### src/rtl/debounce_pkg.sv
// Shared types and defaults for the switch debounce front end.
package debounce_pkg;

    // Default synchronizer depth and stability window (10 ms at 25 MHz).
    localparam int unsigned SYNC_STAGES_DEF     = 2;
    localparam int unsigned DEBOUNCE_CYCLES_DEF = 250000;

    // Per-channel debounce state.
    typedef enum logic {
        DB_IDLE,
        DB_PENDING
    } db_state_t;

    // Width of the stability counter; it only ever holds 0 .. cycles-1.
    function automatic int unsigned cnt_w(input int unsigned cycles);
        return unsigned'($clog2(cycles));
    endfunction

endpackage

### src/rtl/debounce_channel.sv
// One switch channel: metastability synchronizer, stability counter FSM and
// registered rise/fall strobes coincident with the debounced level update.
module debounce_channel
    import debounce_pkg::*;
#(
    parameter int unsigned SYNC_STAGES     = SYNC_STAGES_DEF,
    parameter int unsigned DEBOUNCE_CYCLES = DEBOUNCE_CYCLES_DEF
) (
    input  logic clk_i,
    input  logic rst_i,
    input  logic sw_raw_i,
    output logic sw_db_o,
    output logic sw_rise_o,
    output logic sw_fall_o,
    // Combinational "accept happens on the next edge" flag, lets the top
    // register a shared change strobe that lines up with rise/fall.
    output logic accept_o
);

    localparam int unsigned    CntW   = cnt_w(DEBOUNCE_CYCLES);
    localparam logic [CntW-1:0] CntMax = CntW'(DEBOUNCE_CYCLES - 1);

    logic [SYNC_STAGES-1:0] sync_q;
    logic                   sw_sync;

    db_state_t       state_q, state_d;
    logic [CntW-1:0] cnt_q, cnt_d;
    logic            db_q, db_d;
    logic            rise_q, rise_d;
    logic            fall_q, fall_d;

    // Plain shift chain; raw pin goes straight into the first flop.
    always_ff @(posedge clk_i or posedge rst_i) begin
        if (rst_i) begin
            sync_q <= '0;
        end else begin
            sync_q <= {sync_q[SYNC_STAGES-2:0], sw_raw_i};
        end
    end

    assign sw_sync = sync_q[SYNC_STAGES-1];

    // Debounce state, counter, accepted level and strobes.
    always_ff @(posedge clk_i or posedge rst_i) begin
        if (rst_i) begin
            state_q <= DB_IDLE;
            cnt_q   <= '0;
            db_q    <= 1'b0;
            rise_q  <= 1'b0;
            fall_q  <= 1'b0;
        end else begin
            state_q <= state_d;
            cnt_q   <= cnt_d;
            db_q    <= db_d;
            rise_q  <= rise_d;
            fall_q  <= fall_d;
        end
    end

    // Next state: count consecutive mismatching samples, accept at the window end.
    always_comb begin
        state_d = state_q;
        cnt_d   = cnt_q;
        db_d    = db_q;
        rise_d  = 1'b0;
        fall_d  = 1'b0;
        unique case (state_q)
            DB_IDLE: begin
                cnt_d = '0;
                if (sw_sync != db_q) begin
                    state_d = DB_PENDING;
                    cnt_d   = CntW'(1);
                end
            end
            DB_PENDING: begin
                if (sw_sync == db_q) begin
                    // Bounced back before the window filled: drop the count.
                    state_d = DB_IDLE;
                    cnt_d   = '0;
                end else if (cnt_q == CntMax) begin
                    state_d = DB_IDLE;
                    cnt_d   = '0;
                    db_d    = sw_sync;
                    rise_d  = sw_sync;
                    fall_d  = ~sw_sync;
                end else begin
                    cnt_d = cnt_q + CntW'(1);
                end
            end
        endcase
    end

    assign sw_db_o   = db_q;
    assign sw_rise_o = rise_q;
    assign sw_fall_o = fall_q;
    assign accept_o  = rise_d | fall_d;

    // Rise and fall come from one accept of a single level, so never overlap.
    rise_fall_exclusive: assert property (@(posedge clk_i) disable iff (rst_i)
        !(rise_q && fall_q));

endmodule

### src/rtl/switch_debounce_sync.sv
// Switch front end for the adder: NUM_SW independent debounced channels plus a
// single-cycle strobe whenever any operand level is accepted.
module switch_debounce_sync
    import debounce_pkg::*;
#(
    parameter int unsigned NUM_SW          = 4,
    parameter int unsigned SYNC_STAGES     = SYNC_STAGES_DEF,
    parameter int unsigned DEBOUNCE_CYCLES = DEBOUNCE_CYCLES_DEF
) (
    input  logic              clk,
    input  logic              rst,
    input  logic [NUM_SW-1:0] sw_raw,
    output logic [NUM_SW-1:0] sw_db,
    output logic [NUM_SW-1:0] sw_rise,
    output logic [NUM_SW-1:0] sw_fall,
    output logic              sw_changed
);

    logic [NUM_SW-1:0] accept;

    for (genvar i = 0; i < NUM_SW; i++) begin : g_ch
        debounce_channel #(
            .SYNC_STAGES     (SYNC_STAGES),
            .DEBOUNCE_CYCLES (DEBOUNCE_CYCLES)
        ) u_ch (
            .clk_i     (clk),
            .rst_i     (rst),
            .sw_raw_i  (sw_raw[i]),
            .sw_db_o   (sw_db[i]),
            .sw_rise_o (sw_rise[i]),
            .sw_fall_o (sw_fall[i]),
            .accept_o  (accept[i])
        );
    end

    // One strobe per accepting edge, however many channels accept together.
    always_ff @(posedge clk or posedge rst) begin
        if (rst) begin
            sw_changed <= 1'b0;
        end else begin
            sw_changed <= |accept;
        end
    end

endmodule
### config.mk
export PLATFORM = sky130hd
export DESIGN_NAME = switch_debounce_sync
export DESIGN_NICKNAME = d
export VERILOG_FILES = /design/src/rtl/debounce_pkg.sv /design/src/rtl/debounce_channel.sv /design/src/rtl/switch_debounce_sync.sv
export SDC_FILE = /design/constraint.sdc
export NUM_CORES = 1
export LEC_CHECK = 0
export ABC_CLOCK_PERIOD_IN_PS = 2700
export CAP_MARGIN = 15
export CORE_MARGIN = 1
export CORE_UTILIZATION = 64
export CTS_BUF_LIST = sky130_fd_sc_hd__clkbuf_8
export DETAILED_ROUTE_END_ITERATION = 10
export HOLD_SLACK_MARGIN = 0.12
export PLACE_DENSITY = 0.81
export SLEW_MARGIN = 20
export SYNTH_ARGS = -nofsm -noshare
export SYNTH_HDL_FRONTEND = slang
export SYNTH_HIERARCHICAL = 1
export SYNTH_SLANG_ARGS = --single-unit
### constraint.sdc
create_clock -name clk -period 2.7 [get_ports clk]
set_clock_uncertainty 0.1 [all_clocks]
set_input_delay 0.675 -clock clk [delete_from_list [all_inputs] [get_ports clk]]
set_output_delay 0.675 -clock clk [all_outputs]
set_load 0.03 [all_outputs]
; ---- After elaboration in Yosys (flattened, before gate mapping)
; Index checks and enable logic that the tools add are counted.
[classes]
reduce_logical = 5
n_bitwise = 16
addsub = 4
eq_ne = 12
n_mux = 56
[op_table]
columns = op, n
row1 = two-way mux 18 bit, 8
row2 = case mux 18 bit (2 select lines), 4
row3 = "adder 18 x 1 -> 18 bit, second input constant", 4
row4 = "== test 18 bit, second input constant", 4
row5 = two-way mux 1 bit, 40
row6 = NOT 1 bit, 12
row7 = AND reduction 3 bit, 4
row8 = case mux 1 bit (2 select lines), 4
row9 = == test 1 bit, 4
row10 = inequality test 1 bit, 4
row11 = bitwise OR 1 bit, 4
row12 = OR reduction 4 bit, 1
[word_totals]
register_bits = 97

; ---- Logic depth before layout (Yosys ltp)
[logic_depth]
word_depth = 6
mapped_depth = 6
ltp_nobuf = 5

; ---- By module
; The synthesis kept the hierarchy.
[by_module_without_submodules]
columns = module, cells_per_inst, seq_area_each_um2, n_inst, area_per_inst_um2
row1 = debounce_channel, 107, 600.6, 4, 1184.9
row2 = switch_debounce_sync, 3, 25.0, 1, 36.3

; ---- Least setup slack after synthesis
; No wires, ideal clock.
[synth_path]
path_kind = register to register
from = register g_ch[1].u_ch.cnt_q[0]
to = register sw_changed
setup_time_ps = 139
synth_period_minus_slack_ps = 1781
required_time_ps = 2461
setup_slack_ps = 919
path_stages_with_launch = 6
t_arrival_ps = 1543
cell_sequence = dfrtp_1 -> ha_1 -> and3_1 -> nand4b_2 -> nor3b_4 -> or4_1
[synth_between]
elab_chain_len = 6
elab_cells_between_ends = 9
classes_between = 1 x eq/ne / 6 x mux / 1 x bitwise / 1 x reduce/logical
[synth_rtl]
columns = element, line_no
row1 = start: declaration, debounce_channel.sv:27  ; logic [CntW-1:0] cnt_q, cnt_d;
row2 = start signal: assignment, debounce_channel.sv:53  ; cnt_q <= cnt_d;
row3 = == test 18 bit *, debounce_channel.sv:80  ; end else if (cnt_q == CntMax) begin
row4 = two-way mux 1 bit, debounce_channel.sv:80
row5 = two-way mux 1 bit, debounce_channel.sv:76  ; if (sw_sync == db_q) begin
row6 = two-way mux 1 bit, debounce_channel.sv:67  ; unique case (state_q)
row7 = bitwise OR 1 bit *, debounce_channel.sv:96  ; assign accept_o = rise_d | fall_d;
row8 = net accept[1], switch_debounce_sync.sv:19  ; logic [NUM_SW-1:0] accept;
row9 = OR reduction 4 bit *, switch_debounce_sync.sv:41  ; sw_changed <= |accept;
row10 = end signal: assignment, switch_debounce_sync.sv:41
row11 = end: declaration, switch_debounce_sync.sv:16  ; output logic sw_changed
; The timed path passes the listed nets; every way through them passes the cells marked *.
; A chain may end at the register's enable or synchronous reset.

; ---- Worst setup path in the final report
[layout_path]
from = register g_ch[3].u_ch.db_q
to = output sw_db[3]
[layout_rtl]
columns = element, line_no
row1 = start: declaration, debounce_channel.sv:28  ; logic db_q, db_d;
row2 = start signal: assignment, debounce_channel.sv:48  ; db_q <= 1'b0;
row3 = start signal: assignment, debounce_channel.sv:54  ; db_q <= db_d;
row4 = end: declaration, switch_debounce_sync.sv:13  ; output logic [NUM_SW-1:0] sw_db,
; No word-level cell between the ends.

==> flow_metrics.env <==
export IMPL_worstSetupStartpointType="flip-flop"
export IMPL_cts_tree="done"
export IMPL_grt_ovfl_total=0
export IMPL_ctsHtreeMaxLevel=3
export IMPL_yosys_area_top_type="dfrtp_1"
export IMPL_syn_to_final_growth_pct=9.01
export IMPL_drc=0
export IMPL_slew_headroom_pct=65.9
export IMPL_p_per_area_nw_per_um2=498
export IMPL_p_leak_nw=2.24
export IMPL_rsz0062_at_grt="false"
export IMPL_crit_arrival_ns=1.45
export IMPL_grt_pass1_wl_mm=14.0
export IMPL_yosys_area_share_adder_pct=1.05
export IMPL_netlist_area_um2=4780
export IMPL_ant_nets=0
export IMPL_holdBufCountCts=0
export IMPL_clock_fmax_mhz=449
export IMPL_firstDrtPassIters=4
export IMPL_hold_depth=0
export IMPL_run_status="finished, final reports clean"
export IMPL_finalCriticalPeriod_ns=2.22
export IMPL_antenna_found_initial=0
export IMPL_synth_avg_cell_area_um2=11.1
export IMPL_ctsResizeCount=0
export IMPL_path_max_fanout=3
export IMPL_finalHoldViolations=0
export IMPL_reg2reg_setup_slack_ns=0.72
export IMPL_synth_top_cell_area_share_pct=50.8
export IMPL_synthXorXnorAreaFrac_pct=10.3
export IMPL_worst_slack_ns=0.475
export IMPL_yosys_top_cells_area="dfrtp_1 (51%), xnor2_1 (6.6%), nor2_1 (4.7%)"
export IMPL_min_delay_start="g_ch[2].u_ch/sync_q[0]"
export IMPL_period_share_pct=82.4
export IMPL_num_antenna_cells=0
export IMPL_first_iter_violations=86
export IMPL_ys_async_sr_fraction_pct=100
export IMPL_finalWirelength_mm=8.19
export IMPL_io_buffers=18
export IMPL_cp_slowest_cell="clkdlybuf4s50_1"
export IMPL_whs_endpoint="g_ch[2].u_ch/sync_q[1]"
export IMPL_layout_drive_gt1_share_pct=13.8
export IMPL_muxShareOfSynthArea_pct=0.943
export IMPL_syn_nets=441
export IMPL_wire_per_inst_um=14.7
export IMPL_fp_dieW_um=88.4
export IMPL_reg2reg_from="g_ch[3].u_ch/cnt_q[0]"
export IMPL_grt_usage_pct=23.3
export IMPL_synth_simple_area_share_pct=27.6
export IMPL_clock_sinks=97
export IMPL_clockBufferDepth=2
export IMPL_hold_slack_ns=0.255
export IMPL_critPathRequiredTime_ns=1.92
export IMPL_synthFlopType="dfrtp_1"
export IMPL_synth_compound_area_share_pct=5.34
export IMPL_crit_chain="clkdlybuf4s50_1"
export IMPL_nets=462
export IMPL_layout_commonest_cell="dfrtp_1"
export IMPL_max_stage_delay_ns=0.70
export IMPL_rows=31
export IMPL_rr_endpoint="g_ch[3].u_ch/state_q"
export IMPL_critPathCaptureType="output pin"
export IMPL_r2r_cells=5
export IMPL_synth_seq_cells=97
export IMPL_cts_root_buffer="clkbuf_8"
export IMPL_grt_pass1_vias=3010
export IMPL_worstSetupPathType="reg2out"
export IMPL_synth_distinct_cells=34
export IMPL_cp_top_family="buffers and inverters"
export IMPL_dpl_worst_slack_ns=0.739
export IMPL_vdd_drop_max_v=0.000316
export IMPL_p_total_mw=2.59
export IMPL_yosysWarnings=6
export IMPL_cts_setup_buffers=0
export IMPL_fillers=516
export IMPL_ios=19
export IMPL_tightest_slew_ns=0.510
export IMPL_synth_edf_count=0
export IMPL_synth_top_family_by_area="simple AND/OR/NAND/NOR gates"
export IMPL_via_per_inst=5.75
export IMPL_core_area_um2=7210
export IMPL_synthCells=431
export IMPL_critPathBufInv=1
export IMPL_num_vias=3196
export IMPL_layout_common_cells="dfrtp_1 (97), nor2_1 (60), xnor2_1 (36), nand3_1 (24), inv_1 (22)"
export IMPL_place_gp_congestion=0.826
export IMPL_die_area_um2=7810
export IMPL_dp_hpwl_mm=5.76
export IMPL_ys_seq_area_share_pct=50.8
export IMPL_hold_path_class="reg2reg"
export IMPL_fp_dieH_um=88.4
export IMPL_clk_latency_ns=0.35
export IMPL_fin_tns_setup_ns=0
export IMPL_setup_viol=0
export IMPL_clk_pin_slew_ns=0.09
export IMPL_cts_inserted_buffers=9
export IMPL_start_util_pct=66.2
export IMPL_grt_max_degree=25
export IMPL_cap_violations=0
export IMPL_slew_violations=0
==> per-stage QoR <==
stage | instances | cell area (um^2) | utilization [%]
6_report | 556 | 5210 | 72.2
3_5_place_dp | 540 | 5000 | 69.3
2_1_floorplan | 431 | 4780 | -
5_1_grt | 556 | 5210 | 72.2
4_1_cts | 556 | 5210 | 72.2
3_3_place_gp | 540 | 5000 | 69.3
==> flip-flops by register name, indices dropped and copies added (netlist names) <==
register and count:
g_ch.u_ch/sync_q 8, g_ch.u_ch/sw_rise_o 4, g_ch.u_ch/cnt_q 72, g_ch.u_ch/sw_db_o 4, g_ch.u_ch/sw_fall_o 4, sw_changed 1, g_ch.u_ch/state_q 4
==> cell usage after synthesis, drive strengths merged, types with 5 or more instances <==
| master | number |
|---|---|
| nor2b | 8 |
| nand2 | 8 |
| nor4 | 8 |
| inv | 21 |
| nor3 | 12 |
| dfrtp | 97 |
| or4 | 5 |
| nor2 | 60 |
| o21ai | 16 |
| a21oi | 12 |
| xor2 | 20 |
| nand3 | 28 |
| buf | 12 |
| or3 | 8 |
| and2 | 8 |
| xnor2 | 36 |
| nand4 | 24 |
| and3 | 8 |
| and4 | 8 |
==> worst max path at each step <==
| stage | startpoint | endpoint | slack [ns] | cells past startpoint |
|---|---|---|---|---|
| finish | g_ch[3].u_ch/sw_db_o | sw_db[3] | 0.48 | 1 |
| global route | g_ch[0].u_ch/sw_db_o | sw_db[0] | 0.44 | 1 |
| global placement | g_ch[1].u_ch/cnt_q[0] | g_ch[1].u_ch/state_q | 0.82 | 5 |
| detailed placement | g_ch[1].u_ch/cnt_q[0] | g_ch[1].u_ch/state_q | 0.74 | 5 |
| floorplan | g_ch[1].u_ch/cnt_q[0] | sw_changed | 0.92 | 5 |
| CTS | g_ch[3].u_ch/sw_db_o | sw_db[3] | 0.45 | 1 |
==> power by group <==
part	leakage [nW]	switching [mW]	internal (mW)
sequential	1.32	0.0270	1.48
combinational	0.810	0.0882	0.0447
clock	0.107	0.475	0.476
total	2.24	0.591	2.00
==> routing by layer <==
layer | track usage [%] | vias up | share of wire [%]
met3 | 5.50 | 12 | 3.1
met4 | 8.06 | 0 | 1.4
met2 | 37.2 | 59 | 50
met5 | 0 | - | 0
met1 | 31.4 | 1576 | 46
li1 | - | 1549 | -
==> worst reg2reg max path, delay by kind of cell, from the launching register on <==
family	cells	cell delay, ns
simple gates	2	0.44
fa+ha+maj	1	0.22
compound gates	2	0.66
flops	1	0.40
==> cells by family (layout without fill, tap and decap cells) <==
| logic type | count (synthesis) | after routing |
|---|---|---|
| AO/OA/AOI/OAI | 36 | 36 |
| XOR/XNOR | 56 | 56 |
| adder cells (fa/ha/maj) | 4 | 4 |
| buffers and inverters | 33 | 59 |
| flip-flops | 97 | 97 |
| multiplexers | 4 | 4 |
| AND/OR/NAND/NOR | 201 | 201 |
==> final cells by class <==
class / instances / area [um^2] / share of cell area, %
sequential: 97 / 2430 / 46.6
multi-input combinational: 301 / 2160 / 41.5
timing repair buffer: 22 / 210 / 4.04
clock buffer: 11 / 151 / 2.91
tap: 99 / 124 / 2.38
inverter: 21 / 78.8 / 1.51
clock inverter: 5 / 55.1 / 1.06
Power figures use the tool's default switching activity.
